===== config.mk =====
export PLATFORM = sky130hd
export DESIGN_NAME = menu_text_layer
export DESIGN_NICKNAME = d
export VERILOG_FILES = /design/src/rtl/menu_text_layer.sv
export SDC_FILE = /design/constraint.sdc
export NUM_CORES = 1
export LEC_CHECK = 0
export ABC_AREA = 1
export ABC_CLOCK_PERIOD_IN_PS = 7000
export CORE_ASPECT_RATIO = 1.25
export CORE_UTILIZATION = 25
export CTS_CLUSTER_DIAMETER = 40
export DETAILED_ROUTE_END_ITERATION = 10
export MAX_ROUTING_LAYER = met4
export SLEW_MARGIN = 10
export SYNTH_ARGS = -nofsm -noshare
export SYNTH_HDL_FRONTEND = slang
export SYNTH_SLANG_ARGS = --single-unit
export TNS_END_PERCENT = 1

===== constraint.sdc =====
create_clock -name clk_25mhz -period 7 [get_ports clk_25mhz]
set_clock_uncertainty 0.15 [all_clocks]
set_input_delay 1.4 -clock clk_25mhz [delete_from_list [all_inputs] [get_ports clk_25mhz]]
set_output_delay 1.4 -clock clk_25mhz [all_outputs]
set_load 0.02 [all_outputs]

===== src/rtl/menu_text_layer.sv =====
// Text-mode menu overlay: character buffer, font ROM addressing and pixel colouring.
// Define MENU_BLINK_EN to make the selected row blink (16 frames on, 16 frames off).
module menu_text_layer #(
    parameter int unsigned COLS      = 16,
    parameter int unsigned ROWS      = 8,
    parameter int unsigned START_COL = 32,
    parameter int unsigned START_ROW = 8,
    parameter logic [23:0] FG_COLOR  = 24'hffffff,
    parameter logic [23:0] HL_COLOR  = 24'hffff00,
    parameter logic [7:0]  CLR_CHAR  = 8'h20
) (
    input  logic                      clk_25mhz,
    input  logic                      resetn,
    input  logic [9:0]                x,
    input  logic [9:0]                y,
    input  logic                      wr_en,
    input  logic [$clog2(COLS)-1:0]   wr_col,
    input  logic [$clog2(ROWS)-1:0]   wr_row,
    input  logic [7:0]                wr_ch,
    output logic                      wr_ready,
    input  logic                      clr,
    input  logic [$clog2(ROWS)-1:0]   sel,
    output logic [11:0]               font_addr,
    input  logic [7:0]                font_data,
    output logic [23:0]               color
);

    localparam int unsigned COL_W  = $clog2(COLS);
    localparam int unsigned ROW_W  = $clog2(ROWS);
    localparam int unsigned DEPTH  = ROWS * COLS;
    localparam int unsigned ADDR_W = $clog2(DEPTH);

    localparam logic [0:0] ST_CLEAR = 1'b0;
    localparam logic [0:0] ST_IDLE  = 1'b1;

    logic [0:0]        state, state_next;
    logic [ADDR_W-1:0] cnt, cnt_next;
    logic              wr_ready_next;
    logic              mem_we_c;
    logic [ADDR_W-1:0] mem_waddr_c;
    logic [7:0]        mem_wdata_c;
    logic              wr_in_range_c;

    logic [7:0]        mem [DEPTH];

    assign wr_in_range_c = (32'(wr_col) < COLS) && (32'(wr_row) < ROWS);

    // Control state register
    always_ff @(posedge clk_25mhz or negedge resetn) begin
        if (!resetn) begin
            state    <= ST_CLEAR;
            cnt      <= '0;
            wr_ready <= 1'b0;
        end else begin
            state    <= state_next;
            cnt      <= cnt_next;
            wr_ready <= wr_ready_next;
        end
    end

    // Clear sweep sequencing and write-port arbitration (clr beats a same-cycle write)
    always_comb begin
        state_next    = state;
        cnt_next      = cnt;
        wr_ready_next = wr_ready;
        mem_we_c      = 1'b0;
        mem_waddr_c   = cnt;
        mem_wdata_c   = CLR_CHAR;
        case (state)
            ST_CLEAR: begin
                mem_we_c = 1'b1;
                if (clr) begin
                    cnt_next = '0;
                end else if (cnt == ADDR_W'(DEPTH - 1)) begin
                    state_next    = ST_IDLE;
                    cnt_next      = '0;
                    wr_ready_next = 1'b1;
                end else begin
                    cnt_next = cnt + ADDR_W'(1);
                end
            end
            default: begin
                if (clr) begin
                    state_next    = ST_CLEAR;
                    cnt_next      = '0;
                    wr_ready_next = 1'b0;
                end else if (wr_en && wr_ready && wr_in_range_c) begin
                    mem_we_c    = 1'b1;
                    mem_waddr_c = ADDR_W'(32'(wr_row) * COLS + 32'(wr_col));
                    mem_wdata_c = wr_ch;
                end
            end
        endcase
    end

    // Character buffer storage; contents are defined by the clear sweep, not by reset
    always_ff @(posedge clk_25mhz) begin
        if (mem_we_c) begin
            mem[mem_waddr_c] <= mem_wdata_c;
        end
    end

    logic [6:0]        xc;
    logic [5:0]        yc;
    logic              in_win_c;
    logic [ROW_W-1:0]  row_off_c;
    logic [COL_W-1:0]  col_off_c;
    logic [ADDR_W-1:0] rd_addr_c;
    logic              row_hl_c;

    assign xc        = x[9:3];
    assign yc        = y[9:4];
    assign in_win_c  = (32'(xc) >= START_COL) && (32'(xc) < START_COL + COLS) &&
                       (32'(yc) >= START_ROW) && (32'(yc) < START_ROW + ROWS);
    assign row_off_c = ROW_W'(32'(yc) - START_ROW);
    assign col_off_c = COL_W'(32'(xc) - START_COL);
    assign rd_addr_c = in_win_c ? ADDR_W'(32'(row_off_c) * COLS + 32'(col_off_c)) : '0;
    assign row_hl_c  = (row_off_c == sel);

    logic [7:0]  char_q;
    logic [3:0]  yl_q;
    logic [2:0]  xs_q, xs_q2;
    logic        in_win_q, in_win_q2;
    logic        row_hl_q, row_hl_q2;
    logic        hide_c;
    logic        pixel_on_c;
    logic [23:0] color_next;

    assign font_addr = in_win_q ? {char_q, yl_q} : 12'h000;

`ifdef MENU_BLINK_EN
    logic [4:0] frame_cnt;

    // Frame counter advances once per frame at the top-left scan position
    always_ff @(posedge clk_25mhz or negedge resetn) begin
        if (!resetn) begin
            frame_cnt <= '0;
        end else if (x == 10'd0 && y == 10'd0) begin
            frame_cnt <= frame_cnt + 5'd1;
        end
    end

    assign hide_c = frame_cnt[4];
`else
    assign hide_c = 1'b0;
`endif

    assign pixel_on_c = in_win_q2 && font_data[3'd7 - xs_q2];
    assign color_next = !pixel_on_c ? 24'h000000 :
                        !row_hl_q2  ? FG_COLOR :
                        hide_c      ? 24'h000000 : HL_COLOR;

    // Three-stage pixel pipeline; the buffer read is read-before-write against the write port
    always_ff @(posedge clk_25mhz or negedge resetn) begin
        if (!resetn) begin
            char_q    <= '0;
            yl_q      <= '0;
            xs_q      <= '0;
            in_win_q  <= 1'b0;
            row_hl_q  <= 1'b0;
            xs_q2     <= '0;
            in_win_q2 <= 1'b0;
            row_hl_q2 <= 1'b0;
            color     <= '0;
        end else begin
            char_q    <= mem[rd_addr_c];
            yl_q      <= y[3:0];
            xs_q      <= x[2:0];
            in_win_q  <= in_win_c;
            row_hl_q  <= row_hl_c;
            xs_q2     <= xs_q;
            in_win_q2 <= in_win_q;
            row_hl_q2 <= row_hl_q;
            color     <= color_next;
        end
    end

endmodule


==> results by group <==
CTS
  – CTS tree: done
  – Clock root buffer: clkbuf_16
  – CTS Sinks: 1,057
  – Clock buffer depth: 3
  – CTS Buf Count: 147
  – Worst-path clk slew: 0.05 ns
  – Clock Latency Late Sink: 0.77 ns
  – CTS resizes: 0
  – Cts hold-fix bufs: 0
  – H-tree Lvls: 4
  – Post-CTS setup repair buffer count: 0

Power
  – Peak VDD IR: 0.000200 V
  – LEAKAGE: 21.7 nW
  – Power Density: 269 mW/mm2

Setup path
  – Critical Path Fanout Max: 22
  – Critical path class: in -> reg
  – CP Launch Type: primary input
  – Crit. End Element: flip-flop
  – Critical Path AT: 4.97 ns
  – Critical Path RT: 7.24 ns

Run
  – MaxCap Viol Count: 0

Timing
  – Period utilization: 67.5%
  – Slew Viols, Final: 0
  – Final number of setup-violating endpoints: 0
  – Slew at the pin with the worst max-slew slack: 1.13 ns
  – Min cycle time layout: 4.73 ns
  – Unrepaired setup endpoints after global routing: false
  – Worst slew margin: 24.4%
  – Fmax achieved: 212 MHz
  – Setup TNS: 0 ns
  – Hold_ws: 0.195 ns
  – Final hold vios: 0

Cells and area
  – Nets: 4,616
  – Final Instance Count excl. Fillers: 7,107
  – Filler instances: 18.9k
  – Multi-input gate area: 0.0107 mm2
  – Register Area: 0.0316 mm2
  – Final Cell Area: 0.0549 mm2
  – Area delta synth->final: 17.6%
  – Share of layout cells above drive strength 1: 6.97%

Floorplan
  – Die area: 0.189 mm2
  – Starting density of the core: 25.2%
  – Core area: 0.186 mm2
  – DIE WIDTH: 389 um
  – Top Ports: 87
  – Die height: 485 um
  – Site Rows: 177

Logic synthesis
  – EDFF count, synth: 1,024
  – Synth Register Bits: 1,057
  – Distinct cells, synth: 34
  – Cell Area, Synth: 0.0467 mm2
  – Synth area leaders: edfxtp_1, nand3_1, nand2_1
  – Compound-Gate Fraction of Synth Area: 1.12%
  – Net Count, Synth: 4,606
  – Syn Inst Count: 4,555
  – Adder-Cell Fraction of Synth Area: 0.0268%
  – Most used DFF post-synth: edfxtp_1
  – YS warnings: 0
  – Ys async rst share: 3.12%
  – Register area share after synthesis: 67.6%
  – Syn avg cell area: 10.3 um2
  – Multiplexer area fraction after synthesis: 0.0214%
  – Xor and xnor area share after synthesis: 0.0937%
  – Post-synth top area cell: edfxtp_1
  – Synth Area in Simple Gates: 21.3%
  – Top-area cell type share of the netlist area: 65.8%
  – Largest family of logic cells by synthesized area: simple AND/OR/NAND/NOR gates

Routing
  – Avg Vias per Cell: 4.53
  – DRC marker count from the first detailed-route iteration: 3,298
  – DR pass1 iterations: 7
  – Post-Route WL: 131 mm
  – Routed len/inst: 18.5 um
  – Post-DRT Antenna Nets: 0
  – Vias: 32.2k
  – Remaining routing DRC violations: 0

Placement
  – Cell Area, Placed: 0.0498 mm2
  – Placed Cells: 6,832
  – Number of port buffers: 86
  – RD Place Congestion: 0.885
  – HPWL Detailed: 75.9 mm

Outcome
  – Status: complete, no violations

Global routing
  – Vias in the first global route: 30.7k
  – Grt ovf: 0
  – Initial antenna violation count: 2
  – All-Layer GR Usage: 14.1%
  – First-pass GRT wire length: 196 mm
  – Largest net degree at the start of global routing: 181

Min path
  – Hold Path Class: reg -> reg
[sequential cells by signal (all words and copies together), names as in the netlist]
signal and cells:
mem 1024, wr_ready 1, row_hl_q 1, yl_q 4, cnt 7, xs_q 3, char_q 8, xs_q2 3
in_win_q 1, in_win_q2 1, state 1, row_hl_q2 1, color 2
[worst max-delay path: stages]
cell and delay, ns:
clkdlybuf4s50_1 0.48, nor2_1 0.22, nand2_2 0.39, o21ai_1 0.51, inv_1 0.11, nor2_1 0.41
nand2_1 0.55, nor2_1 0.88
[final timing paths]
kind / startpoint / end / slack [ns] / cells past startpoint
min reg2reg: xs_q[1] / xs_q2[1] / 0.19 / 0
max in group asynchronous: resetn / char_q[1] / 5.37 / 1
min: xs_q[1] / xs_q2[1] / 0.19 / 0
max reg2reg: wr_ready / mem[14][3] / 3.00 / 8
max: clr / mem[14][3] / 2.27 / 8
min in group asynchronous: resetn / yl_q[1] / 0.68 / 1
[Yosys cell counts, types with 2 or more instances]
cell type     n
nand3_2       2
nor3_2        2
o21ai_1      10
edfxtp_1   1024
buf_2       140
inv_2         4
o21bai_1      3
o2111ai_1    14
nor2_2        3
inv_1       843
o21ai_0      55
xor2_1        5
nand4_1      71
a21oi_1       2
buf_4        38
nand2_1     981
clkbuf_1     55
buf_1        17
dfrtp_1      33
or2_2        24
o22ai_1       3
nand2_2       2
buf_6        15
nor3_1       10
nor2_1      336
nand3_1     855
[cell families after synthesis]
logic type | after synthesis
buffers and inverters | 1113
and+or+nand+nor | 2288
xor gates and xnor gates | 5
DFF | 1057
AOI/OAI and AO/OA | 90
adders and majority gates | 1
muxes | 1
[cells in the final DEF (no fill, tap or decap), types with 21 or more instances in the layout]
master and instances:
buf_4 21, clkbuf_1 24, clkbuf_16 150, clkdlybuf4s50_1 84
dfrtp_1 33, edfxtp_1 1024, inv_1 843, nand2_1 977
nand3_1 855, nand4_1 71, nor2_1 328, o21ai_0 55
or2_2 23
[power breakdown]
part           leakage [nW]  switching, W  internal [W]
sequential             11.8     0.0000168       0.00686
combinational          7.46      0.000207     0.0000819
clock                  2.44       0.00299       0.00460
[through the flow]
stage / power [W] / util, % / setup WS (ns)
finish: 0.0148 / 29.6 / 2.27
global route: 0.0151 / 29.6 / 2.16
CTS: 0.0148 / 29.6 / 2.43
detailed placement: 0.00730 / 26.8 / 1.65
global placement: 0.00730 / 26.8 / 1.62
floorplan: 0.00715 / - / 1.11
[cell type report]
type / instances / share of cell area, %
Timing Repair Buffer: 126 / 2.54
Clock buffer: 175 / 7.02
Sequential cell: 1057 / 57.5
Antenna cell: 2 / 0.00911
Inverter: 848 / 5.79
Multi-Input combinational cell: 2385 / 19.4
Tap cell: 2416 / 5.50
Clock inverter: 98 / 2.26
[metal layers]
metal  up-vias  track usage [%]  share of wire [%]
li1      14941                -                  -
met1     15582             17.6                 41
met2      1399             23.0                 48
met3       244             2.48                8.0
met4         0             4.89                3.1
met5         -                -                  0
Power figures use the tool's default switching activity.
